===== config.mk =====
export PLATFORM = sky130hd
export DESIGN_NAME = alu_cmd_issuer_flat
export DESIGN_NICKNAME = d
export VERILOG_FILES = /design/src/rtl/alu_cmd_issuer_if.sv /design/src/rtl/alu_cmd_issuer.sv /design/src/flat_wrapper.sv
export SDC_FILE = /design/constraint.sdc
export NUM_CORES = 1
export LEC_CHECK = 0
export CAP_MARGIN = 20
export CELL_PAD_IN_SITES_DETAIL_PLACEMENT = 0
export CELL_PAD_IN_SITES_GLOBAL_PLACEMENT = 2
export CORE_ASPECT_RATIO = 1.25
export CORE_MARGIN = 3
export CORE_UTILIZATION = 42
export CTS_BUF_LIST = sky130_fd_sc_hd__clkbuf_8 sky130_fd_sc_hd__clkbuf_16
export DETAILED_ROUTE_END_ITERATION = 10
export GPL_ROUTABILITY_DRIVEN = 1
export PLACE_DENSITY = 0.92
export SYNTH_ARGS = -nofsm -noshare
export SYNTH_HDL_FRONTEND = slang
export SYNTH_SLANG_ARGS = --single-unit

===== constraint.sdc =====
create_clock -name clk -period 4.43 [get_ports clk]
set_input_delay 1.1075 -clock clk [delete_from_list [all_inputs] [get_ports clk]]
set_output_delay 1.1075 -clock clk [all_outputs]
set_load 0.005 [all_outputs]

===== src/rtl/alu_cmd_issuer_if.sv =====
// alu_cmd_issuer_if: command stream, ALU operand/result and response buses for the ALU command issuer.
interface alu_cmd_issuer_if #(parameter int N = 8);
    logic           cmd_valid;
    logic           cmd_ready;
    logic [N-1:0]   cmd_opa;
    logic [N-1:0]   cmd_opb;
    logic           cmd_cin;
    logic           cmd_mode;
    logic [3:0]     cmd_op;
    logic [1:0]     cmd_inp_valid;
    logic [N-1:0]   opa;
    logic [N-1:0]   opb;
    logic           cin;
    logic           ce;
    logic           mode;
    logic [3:0]     cmd;
    logic [1:0]     inp_valid;
    logic [2*N-1:0] res;
    logic           cout;
    logic           oflow;
    logic           g;
    logic           e;
    logic           l;
    logic           err;
    logic           rsp_valid;
    logic           rsp_ready;
    logic [2*N-1:0] rsp_res;
    logic [5:0]     rsp_flags;

    modport master (
        input  cmd_valid, cmd_opa, cmd_opb, cmd_cin, cmd_mode, cmd_op, cmd_inp_valid,
        output cmd_ready,
        output opa, opb, cin, ce, mode, cmd, inp_valid,
        input  res, cout, oflow, g, e, l, err,
        output rsp_valid, rsp_res, rsp_flags,
        input  rsp_ready
    );

    modport slave (
        output cmd_valid, cmd_opa, cmd_opb, cmd_cin, cmd_mode, cmd_op, cmd_inp_valid,
        input  cmd_ready,
        input  opa, opb, cin, ce, mode, cmd, inp_valid,
        output res, cout, oflow, g, e, l, err,
        input  rsp_valid, rsp_res, rsp_flags,
        output rsp_ready
    );
endinterface


===== src/rtl/alu_cmd_issuer.sv =====
// alu_cmd_issuer: buffers ALU commands in a FIFO, issues one at a time, waits its latency, returns RES/flags.
// Optional ALU_ISSUER_STATS_EN adds saturating issued/error counters.
module alu_cmd_issuer #(
    parameter int N       = 8,
    parameter int DEPTH   = 4,
    parameter int LAT     = 1,
    parameter int MUL_LAT = 2
) (
    input  logic              clk,
    input  logic              rst_n,
    alu_cmd_issuer_if.master  bus,
    output logic              busy
`ifdef ALU_ISSUER_STATS_EN
    ,
    output logic [15:0]       stat_issued,
    output logic [15:0]       stat_err
`endif
);
    localparam int AW = $clog2(DEPTH);
    localparam int CW = $clog2((LAT > MUL_LAT ? LAT : MUL_LAT) + 1);

    typedef struct packed {
        logic [N-1:0] opa;
        logic [N-1:0] opb;
        logic         cin;
        logic         mode;
        logic [3:0]   op;
        logic [1:0]   iv;
    } cmd_t;

    typedef enum logic [2:0] {IDLE, ISSUE, WAIT, CAPTURE, RESP} state_t;

    state_t        state, next;
    cmd_t          mem [DEPTH];
    cmd_t          in_cmd, cur;
    logic [AW-1:0] wp, rp;
    logic [AW:0]   count;
    logic [CW-1:0] cnt;
    logic          push, pop, is_mul;

    assign in_cmd        = {bus.cmd_opa, bus.cmd_opb, bus.cmd_cin, bus.cmd_mode, bus.cmd_op, bus.cmd_inp_valid};
    assign bus.cmd_ready = count != (AW+1)'(DEPTH);
    assign push          = bus.cmd_valid && bus.cmd_ready;
    assign is_mul        = cur.mode && (cur.op == 4'd9 || cur.op == 4'd10);

    assign bus.opa       = cur.opa;
    assign bus.opb       = cur.opb;
    assign bus.cin       = cur.cin;
    assign bus.mode      = cur.mode;
    assign bus.cmd       = cur.op;
    assign bus.ce        = state == ISSUE || state == WAIT;
    assign bus.inp_valid = bus.ce ? cur.iv : 2'b00;
    assign bus.rsp_valid = state == RESP;
    assign busy          = count != '0 || state != IDLE;

    always_comb begin
        next = state;
        pop  = 1'b0;
        case (state)
            IDLE: begin
                pop  = count != '0;
                next = pop ? ISSUE : IDLE;
            end
            ISSUE:   next = WAIT;
            WAIT:    next = cnt == CW'(1) ? CAPTURE : WAIT;
            CAPTURE: next = RESP;
            RESP: if (bus.rsp_ready) begin
                pop  = count != '0;
                next = pop ? ISSUE : IDLE;
            end
            default: next = IDLE;
        endcase
    end

    always_ff @(posedge clk)
        if (push) mem[wp] <= in_cmd;

    always_ff @(posedge clk or negedge rst_n) begin
        if (!rst_n) begin
            state         <= IDLE;
            wp            <= '0;
            rp            <= '0;
            count         <= '0;
            cur           <= '0;
            cnt           <= '0;
            bus.rsp_res   <= '0;
            bus.rsp_flags <= '0;
        end else begin
            state <= next;
            count <= count + (AW+1)'(push) - (AW+1)'(pop);
            if (push) wp <= wp + 1'b1;
            if (pop) begin
                rp  <= rp + 1'b1;
                cur <= mem[rp];
            end
            if (state == ISSUE) cnt <= is_mul ? CW'(MUL_LAT) : CW'(LAT);
            else if (state == WAIT) cnt <= cnt - 1'b1;
            if (state == CAPTURE) begin
                bus.rsp_res   <= bus.res;
                bus.rsp_flags <= {bus.err, bus.oflow, bus.cout, bus.g, bus.e, bus.l};
            end
        end
    end

`ifdef ALU_ISSUER_STATS_EN
    // Every ISSUE entry coincides with a FIFO pop.
    always_ff @(posedge clk or negedge rst_n) begin
        if (!rst_n) begin
            stat_issued <= '0;
            stat_err    <= '0;
        end else begin
            if (pop && stat_issued != 16'hFFFF) stat_issued <= stat_issued + 1'b1;
            if (state == CAPTURE && bus.err && stat_err != 16'hFFFF) stat_err <= stat_err + 1'b1;
        end
    end
`endif
endmodule


===== src/flat_wrapper.sv =====
// flat-port wrapper written by rule: the top's interface ports become plain ports
module alu_cmd_issuer_flat 
#(
    parameter int N       = 8,
    parameter int DEPTH   = 4,
    parameter int LAT     = 1,
    parameter int MUL_LAT = 2
)
  (clk, rst_n, busy, bus_cmd_valid, bus_cmd_opa, bus_cmd_opb, bus_cmd_cin, bus_cmd_mode, bus_cmd_op, bus_cmd_inp_valid, bus_cmd_ready, bus_opa, bus_opb, bus_cin, bus_ce, bus_mode, bus_cmd, bus_inp_valid, bus_res, bus_cout, bus_oflow, bus_g, bus_e, bus_l, bus_err, bus_rsp_valid, bus_rsp_res, bus_rsp_flags, bus_rsp_ready);
  alu_cmd_issuer_if #(.N(N)) bus_i ();
  input  logic clk;
  input  logic rst_n;
  output logic busy;
  input wire logic [$bits(bus_i.cmd_valid)-1:0] bus_cmd_valid;
  input wire logic [$bits(bus_i.cmd_opa)-1:0] bus_cmd_opa;
  input wire logic [$bits(bus_i.cmd_opb)-1:0] bus_cmd_opb;
  input wire logic [$bits(bus_i.cmd_cin)-1:0] bus_cmd_cin;
  input wire logic [$bits(bus_i.cmd_mode)-1:0] bus_cmd_mode;
  input wire logic [$bits(bus_i.cmd_op)-1:0] bus_cmd_op;
  input wire logic [$bits(bus_i.cmd_inp_valid)-1:0] bus_cmd_inp_valid;
  output wire logic [$bits(bus_i.cmd_ready)-1:0] bus_cmd_ready;
  output wire logic [$bits(bus_i.opa)-1:0] bus_opa;
  output wire logic [$bits(bus_i.opb)-1:0] bus_opb;
  output wire logic [$bits(bus_i.cin)-1:0] bus_cin;
  output wire logic [$bits(bus_i.ce)-1:0] bus_ce;
  output wire logic [$bits(bus_i.mode)-1:0] bus_mode;
  output wire logic [$bits(bus_i.cmd)-1:0] bus_cmd;
  output wire logic [$bits(bus_i.inp_valid)-1:0] bus_inp_valid;
  input wire logic [$bits(bus_i.res)-1:0] bus_res;
  input wire logic [$bits(bus_i.cout)-1:0] bus_cout;
  input wire logic [$bits(bus_i.oflow)-1:0] bus_oflow;
  input wire logic [$bits(bus_i.g)-1:0] bus_g;
  input wire logic [$bits(bus_i.e)-1:0] bus_e;
  input wire logic [$bits(bus_i.l)-1:0] bus_l;
  input wire logic [$bits(bus_i.err)-1:0] bus_err;
  output wire logic [$bits(bus_i.rsp_valid)-1:0] bus_rsp_valid;
  output wire logic [$bits(bus_i.rsp_res)-1:0] bus_rsp_res;
  output wire logic [$bits(bus_i.rsp_flags)-1:0] bus_rsp_flags;
  input wire logic [$bits(bus_i.rsp_ready)-1:0] bus_rsp_ready;
  assign bus_i.cmd_valid = bus_cmd_valid;
  assign bus_i.cmd_opa = bus_cmd_opa;
  assign bus_i.cmd_opb = bus_cmd_opb;
  assign bus_i.cmd_cin = bus_cmd_cin;
  assign bus_i.cmd_mode = bus_cmd_mode;
  assign bus_i.cmd_op = bus_cmd_op;
  assign bus_i.cmd_inp_valid = bus_cmd_inp_valid;
  assign bus_cmd_ready = bus_i.cmd_ready;
  assign bus_opa = bus_i.opa;
  assign bus_opb = bus_i.opb;
  assign bus_cin = bus_i.cin;
  assign bus_ce = bus_i.ce;
  assign bus_mode = bus_i.mode;
  assign bus_cmd = bus_i.cmd;
  assign bus_inp_valid = bus_i.inp_valid;
  assign bus_i.res = bus_res;
  assign bus_i.cout = bus_cout;
  assign bus_i.oflow = bus_oflow;
  assign bus_i.g = bus_g;
  assign bus_i.e = bus_e;
  assign bus_i.l = bus_l;
  assign bus_i.err = bus_err;
  assign bus_rsp_valid = bus_i.rsp_valid;
  assign bus_rsp_res = bus_i.rsp_res;
  assign bus_rsp_flags = bus_i.rsp_flags;
  assign bus_i.rsp_ready = bus_rsp_ready;
  alu_cmd_issuer #(.N(N), .DEPTH(DEPTH), .LAT(LAT), .MUL_LAT(MUL_LAT)) u_core (.clk(clk), .rst_n(rst_n), .bus(bus_i), .busy(busy));
endmodule

Yosys cells after proc, flatten, opt, wreduce, memory -nomap -nowiden

Memory sizes are Yosys's and may differ from the RTL's. A register that Yosys moved wholly into a read port is not among the register bits.
Index checks and enable logic that the tools add are counted.

$add $sub $neg: 5
Equal/unequal tests: 9
Mux-type cells: 12
Reduce and logical (&&, ||, !) cells: 10

Operators by type and width:

| kind                | number |
|---|---|
| $pmux 3 s5          | 1 |
| $eq 4x4->1 const B  | 2 |
| $mux 2              | 4 |
| $eq 3x2->1 const B  | 2 |
| $reduce_bool 3->1   | 2 |
| $mux 1              | 5 |
| $add 2x1->2 const B | 2 |
| $add 3x1->3         | 1 |
| $eq 3x1->1 const B  | 1 |
| $eq 3x3->1 const B  | 1 |
| $logic_not 3->1     | 1 |
| $logic_or 1x1->1    | 3 |
| $mux 3              | 1 |
| $ne 3x3->1 const B  | 1 |
| $sub 3x1->3         | 1 |
| $eq 2x1->1 const B  | 1 |
| $logic_and 1x1->1   | 2 |
| $ne 2x1->1 const B  | 1 |
| $pmux 1 s2          | 1 |
| $reduce_bool 2->1   | 1 |
| $sub 2x1->2 const B | 1 |
| $logic_not 1->1     | 1 |

Flip-flop bits (word level): 34
Memory bits (writable): 96
Output and inout port bits: 50
Logic and storage cells: 44
Memories kept: 1

Memories:

| name       | words | bits a word | rd ports | clocked after Yosys merged registers in | wr ports | RTL line             | text |
|---|---|---|---|---|---|---|---|
| u_core.mem | 4     | 24          | 1        | 1                                       | 1        | alu_cmd_issuer.sv:34 | `cmd_t mem [DEPTH];` |

Longest topological paths before layout

Depth after elaboration: 5
Gate-level depth with buffers: 10
Gate-level depth less buffers: 9

Worst setup path before layout

OpenSTA, ideal clock, no wires.

Path type: input to register
From: in bus_rsp_ready
To: reg u_core.count[2]
Arrival: 2.732 ns
Data required time: 4.307 ns
Setup slack: 1.575 ns
Stages on the path: 10
Path buffers: 1
Cell sequence: nand2b_1 > nand3_2 > buf_6 > inv_1 > ha_1 > inv_1 > ha_1 > fa_1 > xnor2_1 > xnor2_1

Cells in the longest elaborated chain, start to end: 3

Ends and longest elaborated chain:

| what                 | RTL line             | text |
|---|---|---|
| start, declared      | flat_wrapper.sv:39   | `input wire logic [$bits(bus_i.rsp_ready)-1:0] bus_rsp_ready;` |
| $mux 1               | alu_cmd_issuer.sv:67 | `RESP: if (bus.rsp_ready) begin` |
| $pmux 1 s2           | alu_cmd_issuer.sv:59 | `case (state)` |
| via u_core.pop       | alu_cmd_issuer.sv:39 | `logic push, pop, is_mul;` |
| $sub 3x1->3          | alu_cmd_issuer.sv:90 | `count <= count + (AW+1)'(push) - (AW+1)'(pop);` |
| end signal, assigned | alu_cmd_issuer.sv:90 |  |
| end, declared        | alu_cmd_issuer.sv:37 | `logic [AW:0] count;` |

The timed path passes the listed nets, and every way through them passes these cells.
A chain may end at the register's enable or synchronous reset.

Worst setup path in the final report

From: reg u_core.count[1]
To: out busy

Cells in the longest elaborated chain, start to end: 2

Ends and longest elaborated chain:

| what              | RTL line             | text |
|---|---|---|
| $reduce_bool 3->1 | alu_cmd_issuer.sv:54 | `assign busy = count != '0 \|\| state != IDLE;` |
| $logic_or 1x1->1  | alu_cmd_issuer.sv:54 |  |
| end, declared     | flat_wrapper.sv:13   | `output logic busy;` |

No other way between the ends.

==> impl_metrics.py <==
metrics = {
    "flow_run": {
        "drv_cap": 0,
    },
    "final_layout": {
        "n_fill_cell": 1103,
        "fin_cells": 595,
        "layout.nets": 465,
        "n_antenna_cell": 0,
        "areaGrowthSynthToFinish_pct": 26.96,
        "drive_gt1_share_pct": 21.90,
    },
    "floorplanning": {
        "ioPinCount": 100,
        "die-height_microns": 140.5,
        "die_w_microns": 113.6,
        "die-area_sq_um": 15960,
        "row_count": 48,
        "start_util_pct": 43.45,
        "core_area_sq_um": 13990,
    },
    "worst_setup_path": {
        "end_kind": "output pin",
        "cp_max_fo": 4,
        "worstPathRequired_ps": 3320,
        "crit_arrival_ps": 2080,
        "cp-start-kind": "flop",
        "crit_type": "reg2out",
    },
    "clock_tree": {
        "cts_tree": "yes",
        "postCtsSetupRepairBufs": 0,
        "path_clk_slew_ps": 60,
        "root_buffer": "clkbuf_16",
        "numCtsBuffers": 17,
        "cts_hold_buf": 0,
        "clock_latency_ps": 410,
        "clkSinkCount": 154,
        "cts-resized-gates": 0,
        "cts_max_path_buffers": 2,
        "htree_levels": 4,
    },
    "synthesis": {
        "synth_nets": 370,
        "synthesis.area_sq_um": 6080,
        "synth.top_cells.by_area": "edfxtp_1 (47%), dfrtp_1 (24%), mux4_2 (6.7%), mux2_2 (5.2%), mux2_1 (3.5%)",
        "syn_inst": 312,
        "syn_avg_cell_area_sq_um": 19.49,
        "yosysTopAreaCell": "edfxtp_1",
        "ys_seq_elements": 154,
        "synth_seq_area_share_pct": 71.29,
        "synth_cell_type_count": 35,
        "synth_top_area_share_pct": 47.42,
        "yosysWarnings": 0,
    },
    "detailed_routing": {
        "vias": 2963,
        "routedWlPerCell_microns": 17.43,
        "vias_per_cell": 4.980,
        "routed_wl_mm": 10.37,
        "ant_nets": 0,
        "drtPass1Iterations": 6,
        "drtIter0Drc": 97,
        "drc": 0,
    },
    "timing": {
        "min_period_ps": 3188,
        "worst_pin_slew_ps": 835.7,
        "finalSetupTns_ps": 0,
        "max_clock_freq_mhz": 313.7,
        "report.final.slew_viol_count": 0,
        "finalSetupViolations": 0,
        "slew_headroom_pct": 44.29,
        "skew_ps": 8.485,
        "final-hold-violation-count": 0,
        "fin_crit_sh_pct": 71.97,
        "rsz0062_at_grt": "no",
    },
    "grt": {
        "grt_antenna_before_repair": 0,
        "overflow": 0,
        "grt.total_usage_pct": 13.87,
        "grt_pass1_vias": 3315,
        "grt_max_degree": 35,
        "grt_pass1_wl_mm": 16.71,
    },
    "run_status": {
        "status": "finished clean",
    },
    "hold_path": {
        "hold_path.class": "reg2reg",
    },
    "pwr": {
        "p_switching_mw": 1.520,
        "irDropWorstVdd_uv": 307.3,
        "power.density_nw_per_um2": 713.4,
        "internal-power_mw": 3.986,
        "p_leak_nw": 2.854,
        "p_sw_share_pct": 27.61,
        "comb_power_share_pct": 32.1,
        "pwr-share-seq_pct": 42.0,
        "power.total_mw": 5.507,
        "p_clk_share_pct": 25.9,
    },
    "placement": {
        "port_buffers": 99,
        "dp.cells": 562,
        "place.gp.congestion": 0.7350,
        "hpwl_mm": 6.879,
    },
}
[worst max-delay path, cell delays in order (launching register included)]
cell	delay [ps]
dfrtp_1	390
or3_4	420
or4_1	400
clkdlybuf4s50_1	460
[synth_stat cells (all sizes together)]
cell type,n
nor4bb,1
nand2,4
inv,10
nand2b,1
nor2b,1
xor2,1
mux4,24
ha,7
clkbuf,2
fa,1
o21ai,1
and2,6
nor2,6
nand3,3
o221a,1
mux2i,1
or4,1
a21boi,2
buf,28
dfrtp,58
a22oi,1
or3,1
nand4,1
o221ai,1
mux2,47
edfxtp,96
xnor2,6
[cell usage in the layout (no fill, tap or decap), types with 2 or more instances in the layout]
cell type and instances:
nor2_1 5, edfxtp_1 96, clkinv_4 4, mux4_1 6, ha_1 7, mux4_2 18, xnor2_1 6, nand2_1 3
clkdlybuf4s50_1 98, inv_6 2, inv_8 2, buf_4 6, bufinv_16 2, inv_1 10, mux2_2 28, clkinvlp_4 3
clkbuf_16 17, mux2_1 19, nand3_1 2, dfrtp_1 57, and2_1 6
[through the flow]
step                      hold slack, ps  setup WS (ps)  util (%)  area [sq um]
after floorplan                    470.4           1575         -          6080
after global placement             472.7           1359     50.66          7089
after detailed placement           481.4           1335     50.66          7089
after CTS                          496.2           1209     54.96          7691
after global routing               505.3           1157     55.16          7719
final                              489.3           1242     55.16          7719
[power groups by stage]
stage / registers (mW) / clock network (mW) / logic, mW
6_report: 2.31 / 1.43 / 1.77
5_1_grt: 2.38 / 1.53 / 1.92
4_1_cts: 2.35 / 1.46 / 1.77
3_5_place_dp: 2.37 / 0 / 1.76
3_3_place_gp: 2.34 / 0 / 1.70
2_1_floorplan: 2.21 / 0 / 1.26
[flip-flops by register name, summed over array words and instances, names as in the netlist, 2 cells and up]
register	cells
u_core.mem	96
u_core.bus.rsp_res	16
u_core.bus.opa	8
u_core.bus.opb	8
u_core.bus.rsp_flags	6
u_core.bus.cmd	4
u_core.count	3
u_core.state	3
u_core.cnt	2
u_core.cur	2
u_core.rp	2
u_core.wp	2
[kinds of logic after synthesis]
kind of cell | after synthesis | synth area share [%]
XOR/XNOR | 7 | 1.008
adder cells (fa/ha/maj) | 8 | 1.770
flip-flops | 154 | 71.29
AND/OR/NAND/NOR | 25 | 2.429
buffers and inverters | 40 | 4.589
AO/OA/AOI/OAI | 6 | 0.7821
multiplexers | 72 | 18.13
[cell type report]
| type | instances | area (sq um) | share of cell area [%] |
|---|---|---|---|
| inverter | 10 | 37.54 | 0.4863 |
| clock inverter | 14 | 162.7 | 2.107 |
| sequential | 154 | 4335 | 56.17 |
| timing repair buffer | 106 | 1059 | 13.71 |
| clock buffer | 18 | 439.2 | 5.690 |
| multi-input combinational | 118 | 1466 | 19.00 |
| tap | 175 | 219.0 | 2.837 |
[routing by layer]
metal	part of all wire (%)	track usage, %
met1	38	15.27
met2	54	24.33
met3	6.8	4.797
met4	1.8	5.570
met5	0	0
[path summary, 6_finish.rpt]
kind,cells after the start,start,slack [ps],endpoint
setup / recovery,3,u_core.count[1],1240,busy
hold / removal,1,u_core.bus.rsp_flags[1],490,u_core.bus.rsp_flags[1]
setup reg to reg,9,u_core.count[1],2250,u_core.count[2]
hold reg to reg,1,u_core.bus.rsp_flags[1],490,u_core.bus.rsp_flags[1]
max in group asynchronous,2,rst_n,2860,u_core.bus.rsp_res[2]
min in group asynchronous,1,rst_n,700,u_core.bus.rsp_flags[1]
(Power assumes the default switching activity.)
